--- src/rtl/uninasoc_pkg.sv ---
// Platform-wide constants and types; this slice carries the PLIC gateway additions.
package uninasoc_pkg;

  localparam int unsigned PLIC_GPIOIN_INTERRUPT = 1;
  localparam int unsigned PLIC_TIM0_INTERRUPT   = 2;
  localparam int unsigned PLIC_TIM1_INTERRUPT   = 3;
  localparam int unsigned PLIC_UART_INTERRUPT   = 4;

  localparam int unsigned PLIC_NUM_SOURCES = 32;
  localparam int unsigned PLIC_ID_WIDTH    = 5;

  // Timers and UART pulse their lines, so they are captured as rising edges.
  localparam logic [PLIC_NUM_SOURCES-1:0] PLIC_EDGE_MASK =
      (PLIC_NUM_SOURCES'(1) << PLIC_TIM0_INTERRUPT) |
      (PLIC_NUM_SOURCES'(1) << PLIC_TIM1_INTERRUPT) |
      (PLIC_NUM_SOURCES'(1) << PLIC_UART_INTERRUPT);

  typedef enum logic [1:0] {
    IDLE,
    REQ,
    CLAIMED
  } plic_gw_state_t;

endpackage

--- src/rtl/plic_gateway_cell.sv ---
// One PLIC source: request state machine plus, for edge sources, a saturating
// pending-edge counter and sticky overflow flag.
module plic_gateway_cell
  import uninasoc_pkg::*;
#(
  parameter bit          EDGE  = 1'b0,
  parameter int unsigned CNT_W = 3
) (
  input  logic clock_i,
  input  logic reset_i,
  input  logic src_i,
  input  logic claim_i,
  input  logic complete_i,
  output logic req_o,
  output logic claimed_o,
  output logic edge_ovf_o
);

  plic_gw_state_t   state_q, state_d;
  logic             src_q, src_d;
  logic [CNT_W-1:0] cnt_q, cnt_d;
  logic             ovf_q, ovf_d;
  logic             rise, sat, trig, take;

  always_comb begin
    src_d   = src_i;
    rise    = EDGE && src_i && !src_q;
    sat     = &cnt_q;
    trig    = EDGE ? (cnt_q != '0) : src_i;
    take    = (state_q == IDLE) && trig;
    state_d = state_q;
    cnt_d   = cnt_q;
    ovf_d   = ovf_q | (rise && sat);

    unique case (state_q)
      IDLE:    if (take)       state_d = REQ;
      REQ:     if (claim_i)    state_d = CLAIMED;
      CLAIMED: if (complete_i) state_d = IDLE;
      default:                 state_d = IDLE;
    endcase

    // A rise coinciding with the consuming transition cancels out.
    if (EDGE) begin
      if (rise && !take) begin
        if (!sat) cnt_d = cnt_q + CNT_W'(1);
      end else if (take && !rise) begin
        cnt_d = cnt_q - CNT_W'(1);
      end
    end
  end

  always_ff @(posedge clock_i) begin
    if (reset_i) begin
      state_q <= IDLE;
      src_q   <= 1'b0;
      cnt_q   <= '0;
      ovf_q   <= 1'b0;
    end else begin
      state_q <= state_d;
      src_q   <= src_d;
      cnt_q   <= cnt_d;
      ovf_q   <= ovf_d;
    end
  end

  assign req_o      = (state_q == REQ);
  assign claimed_o  = (state_q == CLAIMED);
  assign edge_ovf_o = ovf_q;

endmodule

--- src/rtl/plic_gateway.sv ---
// Interrupt gateway array in front of the PLIC core; line 0 is reserved and
// never requests.
module plic_gateway
  import uninasoc_pkg::*;
#(
  parameter int unsigned             NUM_SOURCES = PLIC_NUM_SOURCES,
  parameter int unsigned             ID_WIDTH    = PLIC_ID_WIDTH,
  parameter logic [NUM_SOURCES-1:0]  EDGE_MASK   = NUM_SOURCES'(PLIC_EDGE_MASK),
  parameter int unsigned             EDGE_CNT_W  = 3
) (
  input  logic                   clock_i,
  input  logic                   reset_i,
  input  logic [NUM_SOURCES-1:0] src_i,
  input  logic                   claim_valid_i,
  input  logic [ID_WIDTH-1:0]    claim_id_i,
  input  logic                   complete_valid_i,
  input  logic [ID_WIDTH-1:0]    complete_id_i,
  output logic [NUM_SOURCES-1:0] req_o,
  output logic [NUM_SOURCES-1:0] claimed_o,
  output logic [NUM_SOURCES-1:0] edge_ovf_o
);

  logic [NUM_SOURCES-1:0] claim_oh;
  logic [NUM_SOURCES-1:0] complete_oh;
  logic                   unused_ok;

  // Bit 0 of each one-hot stays clear, so ID 0 is dropped here.
  always_comb begin
    claim_oh    = '0;
    complete_oh = '0;
    for (int unsigned i = 1; i < NUM_SOURCES; i++) begin
      claim_oh[i]    = claim_valid_i    && (claim_id_i    == ID_WIDTH'(i));
      complete_oh[i] = complete_valid_i && (complete_id_i == ID_WIDTH'(i));
    end
  end

  assign req_o[0]      = 1'b0;
  assign claimed_o[0]  = 1'b0;
  assign edge_ovf_o[0] = 1'b0;
  assign unused_ok     = ^{src_i[0], claim_oh[0], complete_oh[0]};

  for (genvar i = 1; i < NUM_SOURCES; i++) begin : g_src
    plic_gateway_cell #(
      .EDGE  (EDGE_MASK[i]),
      .CNT_W (EDGE_CNT_W)
    ) u_cell (
      .clock_i    (clock_i),
      .reset_i    (reset_i),
      .src_i      (src_i[i]),
      .claim_i    (claim_oh[i]),
      .complete_i (complete_oh[i]),
      .req_o      (req_o[i]),
      .claimed_o  (claimed_o[i]),
      .edge_ovf_o (edge_ovf_o[i])
    );
  end

endmodule

--- config.mk ---
export PLATFORM = sky130hd
export DESIGN_NAME = plic_gateway
export DESIGN_NICKNAME = d
export VERILOG_FILES = /design/src/rtl/uninasoc_pkg.sv /design/src/rtl/plic_gateway_cell.sv /design/src/rtl/plic_gateway.sv
export SDC_FILE = /design/constraint.sdc
export NUM_CORES = 1
export LEC_CHECK = 0
export CORE_ASPECT_RATIO = 1.4
export CORE_MARGIN = 2
export CORE_UTILIZATION = 51
export DETAILED_ROUTE_END_ITERATION = 8
export PLACE_DENSITY = 0.87
export SLEW_MARGIN = 20
export SYNTH_ARGS = -nofsm -noshare
export SYNTH_HDL_FRONTEND = slang
export SYNTH_HIERARCHICAL = 1
export SYNTH_SLANG_ARGS = --single-unit
--- constraint.sdc ---
create_clock -name clock_i -period 5.75 [get_ports clock_i]
set_clock_uncertainty 0.2 [all_clocks]
set_input_delay 0.575 -clock clock_i [delete_from_list [all_inputs] [get_ports clock_i]]
set_output_delay 0.575 -clock clock_i [all_outputs]
set_load 0.02 [all_outputs]
# --- After elaboration in Yosys (flattened, before gate mapping) ---
# Cells that the tools add are included.
word_totals:
  wordCells: 590
  input_bits: 46
  output_inout_bits: 96
  regBits: 77
classes:
  addsub: 6
  reduce_logical: 188
  muxes: 133
  n_eq_ne: 220
  bitwise: 3
op_table:
  columns: ["operator", "n"]
  rows:
  - ["2-bit two-way mux", 93]
  - ["2-bit by 1-bit != test with 1-bit output, second input constant", 93]
  - ["2-bit case mux with 3 select lines", 31]
  - ["5-bit == test, second input constant", 32]
  - ["1-bit logical AND", 105]
  - ["3-bit AND reduction", 34]
  - ["5-bit by 4-bit == test with 1-bit output, second input constant", 16]
  - ["2-bit by 1-bit == test with 1-bit output, second input constant", 31]
  - ["2-bit == test, second input constant", 31]
  - ["2-bit logical NOT", 31]
  - ["5-bit by 3-bit == test with 1-bit output, second input constant", 8]
  - ["3-bit two-way mux", 9]
  - ["5-bit by 2-bit == test with 1-bit output, second input constant", 4]
  - ["5-bit by 1-bit == test with 1-bit output, second input constant", 2]
  - ["3-bit by 1-bit adder with 3-bit output, second input constant", 3]
  - ["1-bit logical NOT", 9]
  - ["3-bit nonzero test", 3]
  - ["3-bit by 1-bit subtractor with 3-bit output, second input constant", 3]
  - ["2-bit != test, second input constant", 3]
  - ["2-bit AND reduction", 3]
  - ["2-bit nonzero test", 3]
  - ["1-bit bitwise OR", 3]

# --- Logic depth before layout (Yosys ltp) ---
# Gate-level depths: netlist of the first run.
depth:
  depth_word: 6
  depth_mapped: 7
  depth_no_buf: 7

# --- By module ---
# The synthesis of the first run kept the hierarchy.
by_module_without_submodules:
  columns: ["module", "cells_each", "area_each_um2", "seq_area_each_um2", "instances"]
  rows:
  - ["plic_gateway_cell (g_src[10].u_cell ...)", 11, 103.8, 40.0, 28]
  - ["plic_gateway_cell (g_src[2].u_cell ...)", 37, 346.6, 140.1, 3]
  - ["plic_gateway", 96, 479.2, 0.0, 1]

# --- Least setup slack after synthesis of the first run ---
# No wires, ideal clock.
synth_timing:
  path_kind: "in2reg"
  start: "in src_i[3]"
  end: "reg g_src[3].u_cell.cnt_q[2]"
  setup_time_ns: 0.112
  cell_stages: 7
  arrival_ns: 2.155
  path_buffers: 0
  required_time_ns: 5.438
  setup_slack_ns: 3.283
  path_cell_list: "nor2b_4 o31a_2 inv_2 fa_1 nor4b_1 a211oi_1 a2111oi_1"
synth_between:
  elab_chain_cells: 5
  word_cells_on_any_way: 8
  classes_between: "eq/ne (1); mux (1); reduce/logical (6)"
synth_rtl:
  columns: ["element", "line_no", "text"]
  rows:
  - ["from (decl)", "plic_gateway.sv:13", "input logic [NUM_SOURCES-1:0] src_i,"]
  - ["1-bit logical AND *", "plic_gateway_cell.sv:27", "rise = EDGE && src_i && !src_q;"]
  - ["1-bit logical NOT", "plic_gateway_cell.sv:46", "end else if (take && !rise) begin"]
  - ["1-bit logical AND", "plic_gateway_cell.sv:46", null]
  - ["2-bit nonzero test (no source line)", null, null]
  - ["2-bit AND reduction (no source line)", null, null]
  - ["to (signal assigned)", "plic_gateway_cell.sv:61", "cnt_q <= cnt_d;"]
  - ["to (decl)", "plic_gateway_cell.sv:21", "logic [CNT_W-1:0] cnt_q, cnt_d;"]
# Mark *: on every way between the ends. The rest lies on a longest branch, timed or not.
# A chain may end at the register's enable or synchronous reset.

# --- Final worst setup path of the first run ---
layout_timing:
  start: "in src_i[4]"
  end: "reg g_src[4].u_cell.cnt_q[2]"
layout_between:
  elab_chain_cells: 5
  word_cells_on_any_way: 8
  classes_between: "eq/ne (1); mux (1); reduce/logical (6)"
layout_rtl:
  columns: ["element", "line_no"]
  rows:
  - ["1-bit logical AND *", "plic_gateway_cell.sv:27"]
  - ["1-bit logical NOT", "plic_gateway_cell.sv:46"]
  - ["1-bit logical AND", "plic_gateway_cell.sv:46"]
  - ["2-bit nonzero test (no source line)", null]
  - ["2-bit AND reduction (no source line)", null]
  - ["to (signal assigned)", "plic_gateway_cell.sv:61"]
  - ["to (decl)", "plic_gateway_cell.sv:21"]
# Marks and branches as above.

==> results.txt, run 1 <==
Crit path max-delay family -> compound AO/OA/AOI/OAI gates
Initial antenna violation count -> 0
Clk pwr share -> 35.7%
PnR Total Power -> 1721 uW
Largest family of logic cells by synthesized area -> simple AND/OR/NAND/NOR gates
DRC -> 0
CTS Sinks -> 77
Switching part of the total -> 30.35%
WP data arrival -> 2.92 ns
CTS buffer count -> 9
Most frequent cells in the layout -> 108 x clkdlybuf4s50_1, 102 x nor2_1, 77 x dfxtp_1
WHS Path Cells -> 1
Peak supply drop -> 0.1794 mV
Hold path start -> g_src[21].u_cell/state_q[1]
Grt ovf -> 0
Final TNS setup -> 0 ns
Root buffer cell -> clkbuf_16
Simple-Gate Fraction of Synth Area -> 40.50%
Hold-fix buffers, CTS -> 0
Final setup fails -> 0
Synth Area in Adders -> 1.357%
TritonCTS clock tree -> built
Internal power -> 1199 uW
Path type of the worst min-delay path -> reg2reg
Core footprint -> 0.008508 mm^2
Combinational share of power -> 25.6%
Clock latency on the worst-skew pair -> 0.33 ns
LEAKAGE -> 0.002105 uW
GPL Wtd Cong -> 0.7855
Commonest non-fill, non-tap cell in the layout -> clkdlybuf4s50_1
Worst reg2reg path depth -> 7
Layout cells sized above 1 -> 14.03%
Crit Path Class -> in2reg
Data required time of the worst path -> 5.76 ns
WL per Instance -> 15.17 um
Sequential share of the synthesized area -> 34.82%
Slew HR -> 45.89%
Setup Buffers After CTS -> 0
Clock Tree Buf Depth -> 2
Clock transition at path regs -> 0.06 ns
Yosys warning total -> 6
Nets@finish -> 650
Post-Route WL -> 10790 um
Filler cell count -> 706
Final worst-path cycle share -> 50.61%
Quantity of I/O buffers inserted on ports -> 109
Top-level I/O count -> 142
Buf/Inv on CP -> 2
Ant. Diodes -> 0
RSZ-0062 raised after global routing -> no
Max Transition Viols Final -> 0
Synthesized area per cell -> 8.596 um^2
Max Fanout on Critical Path -> 5
Slowest-stage cell, CP -> clkdlybuf4s50_1
Worst Hold End -> g_src[21].u_cell/state_q[0]
Die area -> 0.009452 mm^2
Synthesized instance count -> 515
Distinct cells, synth -> 33
Drt pass-1 iters -> 4
Number of synthesized register bits -> 77
Flop pwr share -> 38.6%
Period minus WS final -> 2.910 ns
First-pass GRT wire length -> 17180 um
Area Overhead vs Synth -> 29.45%
Detailed Route Iter0 Violations -> 182
Psw -> 522.5 uW
Routed Antenna Nets -> 0
Via count -> 3894
Power per cell area -> 300.4 mW/mm^2
Largest net degree at the start of global routing -> 78
Crit-path cells -> clkdlybuf4s50_1 > nor2b_4 > o31a_2 > inv_2 > fa_1 > nor4b_1 > a211oi_1 > a2111oi_1
Number of global-route vias before repair -> 3673
CP Capture Type -> flip-flop
RR Endpoint -> g_src[4].u_cell/cnt_q[2]
Number of max-cap violations -> 0
H-tree depth -> 3
Die X -> 82.74 um
Site Rows -> 40
Post-Synth XOR/XNOR Area -> 0%
Worst slew pin tran -> 0.8116 ns
Status -> finished, final reports clean
Multiplexer area fraction after synthesis -> 0%
Max Freq -> 343.6 MHz
Count of final hold-check violations -> 0
All-Layer GR Usage -> 23.61%
Compound-cell area share of the yosys netlist -> 14.08%
CP startpoint kind -> input pin
Post_cts resized -> 0
Die height -> 114.2 um
Critical Path Max Stage Delay -> 0.48 ns
FF-to-FF Start -> g_src[4].u_cell/cnt_q[0]
R2R setup slack -> 3.06 ns
Initial cell density of the core -> 52.03%
Post-DP HPWL -> 7930 um
Post-Syn Area -> 0.004427 mm^2
Via-to-Cell Ratio -> 5.477
[kinds of logic (layout without fill, tap and decap cells)]
group	Yosys count	count (layout)
flip-flops	77	77
AND/OR/NAND/NOR	274	274
buffers and inverters	49	138
AO/OA/AOI/OAI	83	83
other	29	31
adder cells (fa/ha/maj)	3	3
[power by group through the flow]
stage	clock network, uW	registers, uW	logic, uW
global route	646	677	484
finish	615	665	441
CTS	624	664	442
global placement	0	667	414
detailed placement	0	675	439
floorplan	0	659	309
[area by class of cell]
type,instances,area (um^2),area share [%]
multi-input cells,391,2592,45.24
repair buffers,110,1094,19.08
flip-flops and latches,77,1541,26.90
clock buffers,12,256.5,4.476
inverters,12,45.04,0.7860
clock inverters,4,70.07,1.223
well taps,105,131.4,2.293
[cell usage after synthesis, drive strengths merged]
| cell type | instances | share of area (%) |
|---|---|---|
| nor2 | 102 | 8.6 |
| dfxtp | 77 | 35 |
| and2b | 56 | 11 |
| a21oi | 34 | 3.8 |
| a2111oi | 31 | 7.0 |
| buf | 31 | 5.3 |
| conb | 29 | 2.5 |
| nand3b | 28 | 4.7 |
| or3b | 28 | 5.5 |
| inv | 12 | 1.0 |
| nor2b | 12 | 2.2 |
| nor3 | 12 | 1.7 |
| a211oi | 9 | 1.5 |
| clkbuf | 6 | 0.51 |
| nand4b | 6 | 1.2 |
| nand4bb | 6 | 1.5 |
| nand2b | 4 | 0.57 |
| a22oi | 3 | 0.51 |
| and3 | 3 | 0.42 |
| and4b | 3 | 0.68 |
| fa | 3 | 1.4 |
| nor4 | 3 | 0.42 |
| nor4b | 3 | 0.59 |
| o21bai | 3 | 0.51 |
| o31a | 3 | 0.68 |
| nand2 | 2 | 0.17 |
| nand4 | 2 | 0.28 |
| or2 | 2 | 0.28 |
| or4b | 2 | 0.45 |
[stage by stage]
| step | setup slack (ns) | instance area [um^2] | std cells | hold slack [ns] | utilization, % |
|---|---|---|---|---|---|
| after global routing | 2.600 | 5731 | 711 | 0.2855 | 67.35 |
| after CTS | 2.850 | 5731 | 711 | 0.2743 | 67.35 |
| after detailed placement | 2.507 | 5404 | 695 | 0.2611 | 63.51 |
| final | 2.840 | 5731 | 711 | 0.2695 | 67.35 |
| after global placement | 2.698 | 5404 | 695 | 0.2494 | 63.51 |
| after floorplan | 3.283 | 4434 | 517 | 0.2322 | - |
[metal layers]
metal,GRT usage [%],part of all wire [%]
met5,0,0
met4,9.836,2.2
met3,5.521,6.4
met2,40.97,52
met1,27.24,39
[sequential cells by signal, summed over array words and instances (netlist names)]
signal                   cells
g_src.u_cell/src_q           3
g_src.u_cell/edge_ovf_o      3
g_src.u_cell/cnt_q           9
g_src.u_cell/state_q        62
[worst max-delay path by stage]
stage               cells past startpoint     start                       end  slack (ns)
finish                                  8  src_i[4]  g_src[4].u_cell/cnt_q[2]        2.84
global route                            8  src_i[4]  g_src[4].u_cell/cnt_q[2]        2.60
CTS                                     8  src_i[3]  g_src[3].u_cell/cnt_q[2]        2.85
detailed placement                      8  src_i[3]  g_src[3].u_cell/cnt_q[2]        2.51
global placement                        8  src_i[3]  g_src[3].u_cell/cnt_q[2]        2.70
floorplan                               7  src_i[3]  g_src[3].u_cell/cnt_q[2]        3.28
Note: power is estimated with default switching activity, not from simulation.
==> inputs of run 2 (changes only) <==
--- a/config.mk
+++ b/config.mk
@@ -7,9 +7,9 @@
 export LEC_CHECK = 0
 export CORE_ASPECT_RATIO = 1.4
 export CORE_MARGIN = 2
-export CORE_UTILIZATION = 51
+export CORE_UTILIZATION = 42
 export DETAILED_ROUTE_END_ITERATION = 8
-export PLACE_DENSITY = 0.87
+export PLACE_DENSITY = 0.77
 export SLEW_MARGIN = 20
 export SYNTH_ARGS = -nofsm -noshare
 export SYNTH_HDL_FRONTEND = slang
==> constraint.sdc (replaced) <==
create_clock -name clock_i -period 2.5 [get_ports clock_i]
set_clock_uncertainty 0.2 [all_clocks]
set_input_delay 0.25 -clock clock_i [delete_from_list [all_inputs] [get_ports clock_i]]
set_output_delay 0.25 -clock clock_i [all_outputs]
set_load 0.02 [all_outputs]
==> run 2 against run 1 <==
  * Flip-flop and latch count unchanged
  * Clock power is 110% higher
  * Cell count rose by 5.6%
  * Via count increased by 1.8%
  * Critical path depth is 1 lower
  * Non-clock buffer count rose by 9
  * Critical path type is now reg2reg
==> results.txt, run 2 (synthesis gave the netlist of run 1 again) <==
Die X -> 90.77 um (was 82.74 um)
Core footprint -> 0.01029 mm^2 (was 0.008508 mm^2)
All-Layer GR Usage -> 19.68% (was 23.61%)
CP startpoint kind -> flip-flop (was input pin)
Slew HR -> 46.13% (was 45.89%)
Period minus WS final -> 2.439 ns
Worst reg2reg path depth -> 7 (unchanged)
Die height -> 125.5 um (was 114.2 um)
Reg with most FFs -> g_src.u_cell/state_q (unchanged)
Max Freq -> 410.0 MHz
Final worst-path cycle share -> 97.55%
Crit-path cells -> nor3_4 > o31a_2 > inv_2 > fa_1 > nor4b_4 > a211oi_1 > a2111oi_1 (was clkdlybuf4s50_1 > nor2b_4 > o31a_2 > inv_2 > fa_1 > nor4b_1 > a211oi_1 > a2111oi_1)
Quantity of I/O buffers inserted on ports -> 109 (unchanged)
Crit Path Class -> reg2reg (was in2reg)
WP data arrival -> 2.44 ns (was 2.92 ns)
Post-Route WL -> 11160 um (was 10790 um)
Routed wl met3 -> 578 um (was 687 um)
Top-level I/O count -> 142 (unchanged)
Hold-fix buffers, CTS -> 0 (unchanged)
CTS buffer count -> 9 (unchanged)
Number of max-cap violations -> 0 (unchanged)
Slowest-stage cell, CP -> fa_1 (was clkdlybuf4s50_1)
Initial antenna violation count -> 0 (unchanged)
Clock latency on the worst-skew pair -> 0.33 ns (about the same)
Max Fanout on Critical Path -> 5 (unchanged)
Largest net degree at the start of global routing -> 43 (was 78)
Ant. Diodes -> 0 (unchanged)
LEAKAGE -> 0.002164 uW (was 0.002105 uW)
Max Transition Viols Final -> 0 (unchanged)
Hold path start -> g_src[23].u_cell/state_q[1] (was g_src[21].u_cell/state_q[1])
Final Instance Count excl. Fillers -> 751 (was 711)
Most frequent cells in the layout -> 108 x clkdlybuf4s50_1, 102 x nor2_1, 77 x dfxtp_1 (unchanged)
First-pass GRT wire length -> 17950 um (was 17180 um)
Nets@finish -> 659 (was 650)
Commonest non-fill, non-tap cell in the layout -> clkdlybuf4s50_1 (unchanged)
TritonCTS clock tree -> built (unchanged)
Buf/Inv on CP -> 1 (was 2)
Max reg flops -> 62 (unchanged)
Drt pass-1 iters -> 4 (unchanged)
CTS Sinks -> 77 (unchanged)
FF-to-FF Start -> g_src[2].u_cell/cnt_q[2] (was g_src[4].u_cell/cnt_q[0])
H-tree depth -> 3 (unchanged)
Peak supply drop -> 0.3297 mV (was 0.1794 mV)
WHS Path Cells -> 1 (unchanged)
Clock Tree Buf Depth -> 2 (unchanged)
RSZ-0062 raised after global routing -> no (unchanged)
Psw -> 1253 uW (was 522.5 uW)
Worst slew pin tran -> 0.8081 ns (was 0.8116 ns)
Layout cells sized above 1 -> 15.50% (was 14.03%)
Combinational share of power -> 28.9% (was 25.6%)
CP Capture Type -> flip-flop (unchanged)
Worst Hold End -> g_src[23].u_cell/state_q[0] (was g_src[21].u_cell/state_q[0])
Crit path max-delay family -> compound AO/OA/AOI/OAI gates (unchanged)
Data required time of the worst path -> 2.50 ns (was 5.76 ns)
Status -> finished, final reports clean (unchanged)
Grt ovf -> 0 (unchanged)
Initial cell density of the core -> 43.00% (was 52.03%)
Switching part of the total -> 31.06% (was 30.35%)
Internal power -> 2782 uW (was 1199 uW)
GPL Wtd Cong -> 0.7539 (was 0.7855)
Routed Antenna Nets -> 0 (unchanged)
Critical Path Max Stage Delay -> 0.44 ns (was 0.48 ns)
Site Rows -> 44 (was 40)
RR Endpoint -> g_src[2].u_cell/cnt_q[2] (was g_src[4].u_cell/cnt_q[2])
Post-DP HPWL -> 8263 um (was 7930 um)
Detailed Route Iter0 Violations -> 113 (was 182)
DRC -> 0 (unchanged)
Via count -> 3963 (was 3894)
Placed cells -> 735 (was 695)
Met2 wire len -> 5945 um (was 5647 um)
Hold WS -> 0.2672 ns (was 0.2695 ns)
Root buffer cell -> clkbuf_16 (unchanged)
Via-to-Cell Ratio -> 5.277 (was 5.477)
Top flop regs -> g_src.u_cell/state_q: 62 flops, g_src.u_cell/cnt_q: 9 flops (unchanged)
WL per Instance -> 14.86 um (was 15.17 um)
Number of global-route vias before repair -> 3872 (was 3673)
Path type of the worst min-delay path -> reg2reg (unchanged)
Area Overhead vs Synth -> 32.84% (was 29.45%)
Clk pwr share -> 32.3% (was 35.7%)
Die area -> 0.01139 mm^2 (was 0.009452 mm^2)
Met1 WL -> 4398 um (was 4212 um)
Final setup fails -> 0 (unchanged)
Flop pwr share -> 38.7% (was 38.6%)
R2R setup slack -> 0.06 ns (was 3.06 ns)
Max layer used -> met4 (unchanged)
Count of final hold-check violations -> 0 (unchanged)
Clock transition at path regs -> 0.05 ns (was 0.06 ns)
Power per cell area -> 686.2 mW/mm^2 (was 300.4 mW/mm^2)
[run 2: power by group through the flow]
| stage | clock [uW] | combinational [uW] | sequential [uW] |
|---|---|---|---|
| 3_3_place_gp | 0 | 992 | 1540 |
| 3_5_place_dp | 0 | 1040 | 1560 |
| 6_report | 1300 | 1170 | 1560 |
| 4_1_cts | 1340 | 1080 | 1540 |
| 2_1_floorplan | 0 | 710 | 1520 |
| 5_1_grt | 1390 | 1280 | 1590 |
[run 2: worst max path at each step]
stage | from | to | depth (start not counted)
6_report | g_src[2].u_cell/cnt_q[2] | g_src[2].u_cell/cnt_q[2] | 7
3_5_place_dp | src_i[3] | g_src[3].u_cell/cnt_q[2] | 8
2_1_floorplan | g_src[3].u_cell/cnt_q[0] | g_src[3].u_cell/cnt_q[2] | 7
5_1_grt | g_src[4].u_cell/cnt_q[1] | g_src[4].u_cell/cnt_q[2] | 7
3_3_place_gp | src_i[3] | g_src[3].u_cell/cnt_q[2] | 8
4_1_cts | g_src[3].u_cell/cnt_q[0] | g_src[3].u_cell/cnt_q[2] | 7
[run 2: stage by stage]
step | util [%] | power [uW] | TNS, ns | area [um^2] | setup WS [ns]
6_report | 57.12 | 4035 | 0 | 5881 | 0.06119
3_5_place_dp | 53.52 | 2599 | -0.6879 | 5510 | -0.2907
3_3_place_gp | 53.52 | 2527 | -0.2227 | 5510 | -0.1279
4_1_cts | 56.68 | 3955 | 0 | 5836 | 0.01458
5_1_grt | 57.12 | 4247 | 0 | 5881 | 0.006036
2_1_floorplan | - | 2226 | 0 | 4434 | 0.1444
[run 2: cell type report]
| type | instances | area, um^2 |
|---|---|---|
| multi-input combinational | 391 | 2648 |
| timing repair buffer | 119 | 1174 |
| sequential | 77 | 1541 |
| clock buffer | 13 | 270.3 |
| tap | 138 | 172.7 |
| fill | 918 | 4414 |
| clock inverter | 1 | 30.03 |
| inverter | 12 | 45.04 |
[run 2: repair_timing]
action | CTS | global route
pin swaps | 0 | 5
endpoints found under the setup margin | 3 | 3
resized for setup | 4 | 4
buffers inserted | 0 | 2
[run 2: layer usage]
metal  up-vias  GRT usage, %
li1       1939             -
met1      1880         20.74
met2       123         36.74
met3        21         4.217
met4         0         9.231
met5         -             0
==> inputs of run 3 (changes only) <==
--- a/config.mk
+++ b/config.mk
@@ -5,11 +5,13 @@
 export SDC_FILE = /design/constraint.sdc
 export NUM_CORES = 1
 export LEC_CHECK = 0
+export CELL_PAD_IN_SITES_DETAIL_PLACEMENT = 0
+export CELL_PAD_IN_SITES_GLOBAL_PLACEMENT = 1
 export CORE_ASPECT_RATIO = 1.4
-export CORE_MARGIN = 2
-export CORE_UTILIZATION = 42
+export CORE_MARGIN = 3
+export CORE_UTILIZATION = 31
 export DETAILED_ROUTE_END_ITERATION = 8
-export PLACE_DENSITY = 0.77
+export PLACE_DENSITY_LB_ADDON = 0.1
 export SLEW_MARGIN = 20
 export SYNTH_ARGS = -nofsm -noshare
 export SYNTH_HDL_FRONTEND = slang
==> run 3 against run 2 <==
  * Register-to-register slack better by 0.03 ns
  * Hold slack got worse by 0.0010 ns
  * Largest power group unchanged
  * First-iteration DRC count decreased by 4.4%
  * Via count shrank 2.5%
  * Critical endpoint is now g_src[4].u_cell/cnt_q[2]
  * Routed wire length rose by 4.5%
  * Total power grew 1.9%
  * Critical path type unchanged
  * Setup slack better by 0.030 ns
==> results.txt, run 3 (synthesis gave the netlist of run 1 again) <==
Hold-fix buffers, CTS -> 0 (unchanged)
CP startpoint kind -> flip-flop (unchanged)
Flop pwr share -> 37.4% (was 38.7%)
Clk pwr share -> 34.8% (was 32.3%)
Site Rows -> 51 (was 44)
First-pass GRT wire length -> 18570 um (was 17950 um)
H-tree depth -> 3 (unchanged)
Filler cell count -> 1417 (was 918)
Grt ovf -> 0 (unchanged)
Path type of the worst min-delay path -> reg2reg (unchanged)
Largest net degree at the start of global routing -> 43 (unchanged)
All-Layer GR Usage -> 14.93% (was 19.68%)
Layout cells sized above 1 -> 16.18% (was 15.50%)
Peak supply drop -> 0.3204 mV (was 0.3297 mV)
Die height -> 147.4 um (was 125.5 um)
CP Capture Type -> flip-flop (unchanged)
Internal power -> 2862 uW (was 2782 uW)
Placed cells -> 786 (was 735)
Detailed Route Iter0 Violations -> 108 (was 113)
Hold WS -> 0.2662 ns (was 0.2672 ns)
CTS Sinks -> 77 (unchanged)
Die X -> 107.0 um (was 90.77 um)
Final setup fails -> 0 (unchanged)
Initial cell density of the core -> 31.68% (was 43.00%)
Max reg flops -> 62 (unchanged)
WP data arrival -> 2.44 ns (about the same)
Initial antenna violation count -> 0 (unchanged)
Routed Antenna Nets -> 0 (unchanged)
Combinational share of power -> 27.7% (was 28.9%)
R2R setup slack -> 0.09 ns (was 0.06 ns)
Final TNS setup -> 0 ns (unchanged)
Count of final hold-check violations -> 0 (unchanged)
Via-to-Cell Ratio -> 4.811 (was 5.277)
WL per Instance -> 14.53 um (was 14.86 um)
Sequential Area -> 0.001541 mm^2 (unchanged)
Most frequent cells in the layout -> 108 x clkdlybuf4s50_1, 102 x nor2_1, 77 x dfxtp_1 (unchanged)
Data required time of the worst path -> 2.53 ns (was 2.50 ns)
Ant. Diodes -> 0 (unchanged)
Max Fanout on Critical Path -> 5 (unchanged)
Core footprint -> 0.01397 mm^2 (was 0.01029 mm^2)
Root buffer cell -> clkbuf_16 (unchanged)
Status -> finished, final reports clean (unchanged)
Slew HR -> 48.69% (was 46.13%)
Worst slew pin tran -> 0.7696 ns (was 0.8081 ns)
DRC -> 0 (unchanged)
Post-DP HPWL -> 8818 um (was 8263 um)
Period minus WS final -> 2.409 ns (was 2.439 ns)
TritonCTS clock tree -> built (unchanged)
Area Overhead vs Synth -> 34.88% (was 32.84%)
Crit Path Class -> reg2reg (unchanged)
Switching part of the total -> 30.42% (was 31.06%)
Post-Route WL -> 11670 um (was 11160 um)
Max Freq -> 415.1 MHz (was 410.0 MHz)
Quantity of I/O buffers inserted on ports -> 109 (unchanged)
Commonest non-fill, non-tap cell in the layout -> clkdlybuf4s50_1 (unchanged)
Nets@finish -> 662 (was 659)
Power per cell area -> 688.8 mW/mm^2 (was 686.2 mW/mm^2)
Clock transition at path regs -> 0.06 ns (was 0.05 ns)
Final worst-path cycle share -> 96.35% (was 97.55%)
Max Transition Viols Final -> 0 (unchanged)
Number of global-route vias before repair -> 3735 (was 3872)
Die area -> 0.01577 mm^2 (was 0.01139 mm^2)
Number of max-cap violations -> 0 (unchanged)
Psw -> 1251 uW (was 1253 uW)
Drt pass-1 iters -> 4 (unchanged)
LEAKAGE -> 0.002181 uW (was 0.002164 uW)
Clock Tree Buf Depth -> 2 (unchanged)
Top flop regs -> g_src.u_cell/state_q: 62 flops, g_src.u_cell/cnt_q: 9 flops (unchanged)
Multi-input gate area -> 0.002630 mm^2 (was 0.002648 mm^2)
CTS buffer count -> 9 (unchanged)
Reg with most FFs -> g_src.u_cell/state_q (unchanged)
Final Instance Count excl. Fillers -> 803 (was 751)
Clock latency on the worst-skew pair -> 0.34 ns (was 0.33 ns)
Via count -> 3863 (was 3963)
GPL Wtd Cong -> 0.7477 (was 0.7539)
Top-level I/O count -> 142 (unchanged)
run 3: cell count changes in the layout (fill, tap and decap cells not counted), sizes merged:
cell / previous run / this run
clkbuf: 13 / 12
buf: 11 / 14
clkinv: 0 / 2
bufinv: 1 / 2
run 3: stage by stage:
step,util (%),setup slack [ns],power (uW),instance area (um^2)
floorplan,-,0.1444,2226,4434
global placement,40.07,-0.1319,2601,5599
detailed placement,40.07,-0.2614,2628,5599
CTS,42.49,0.02000,4102,5938
global route,42.73,-0.09415,4360,5971
finish,42.73,0.09117,4113,5971
run 3: final cells by class:
cell class,count,area share (%)
clock inverter,4,1.174
sequential,77,25.82
tap,185,3.877
multi-input combinational,391,44.05
clock buffer,12,4.296
inverter,12,0.7544
timing repair buffer,122,20.03
run 3: final timing paths:
kind | end | cells past startpoint | from
setup reg to reg | g_src[4].u_cell/cnt_q[2] | 7 | g_src[4].u_cell/cnt_q[0]
hold reg to reg | g_src[19].u_cell/state_q[0] | 1 | g_src[19].u_cell/state_q[1]
setup / recovery | g_src[4].u_cell/cnt_q[2] | 7 | g_src[4].u_cell/cnt_q[0]
hold / removal | g_src[19].u_cell/state_q[0] | 1 | g_src[19].u_cell/state_q[1]
run 3: metal layers:
layer	vias to the layer above	GRT usage, %	share of wire, %
li1	1948	-	-
met1	1810	17.72	42
met2	88	25.85	51
met3	17	3.189	4.8
met4	0	6.334	2.1
met5	-	0	0
run 3: timing repair:
item                                    4_1_cts  5_1_grt
buffers inserted                              0        1
endpoints found under the setup margin        1        3
pin swaps                                     0        2
gates resized for setup                       2        4
cloned                                        0        0
run 3: power groups by stage:
stage | Sequential [uW] | Combinational, uW | Clock, uW
2_1_floorplan | 1520 | 710 | 0
3_3_place_gp | 1530 | 1070 | 0
3_5_place_dp | 1540 | 1080 | 0
4_1_cts | 1520 | 1110 | 1470
5_1_grt | 1570 | 1260 | 1530
6_report | 1540 | 1140 | 1430
run 3: critical path, stage by stage (launching register included):
cell and delay [ns]:
dfxtp_1 0.38, nor3_4 0.28, o31a_2 0.18, inv_2 0.04, fa_1 0.41, nor4b_2 0.37, a211oi_1 0.09, a2111oi_1 0.34
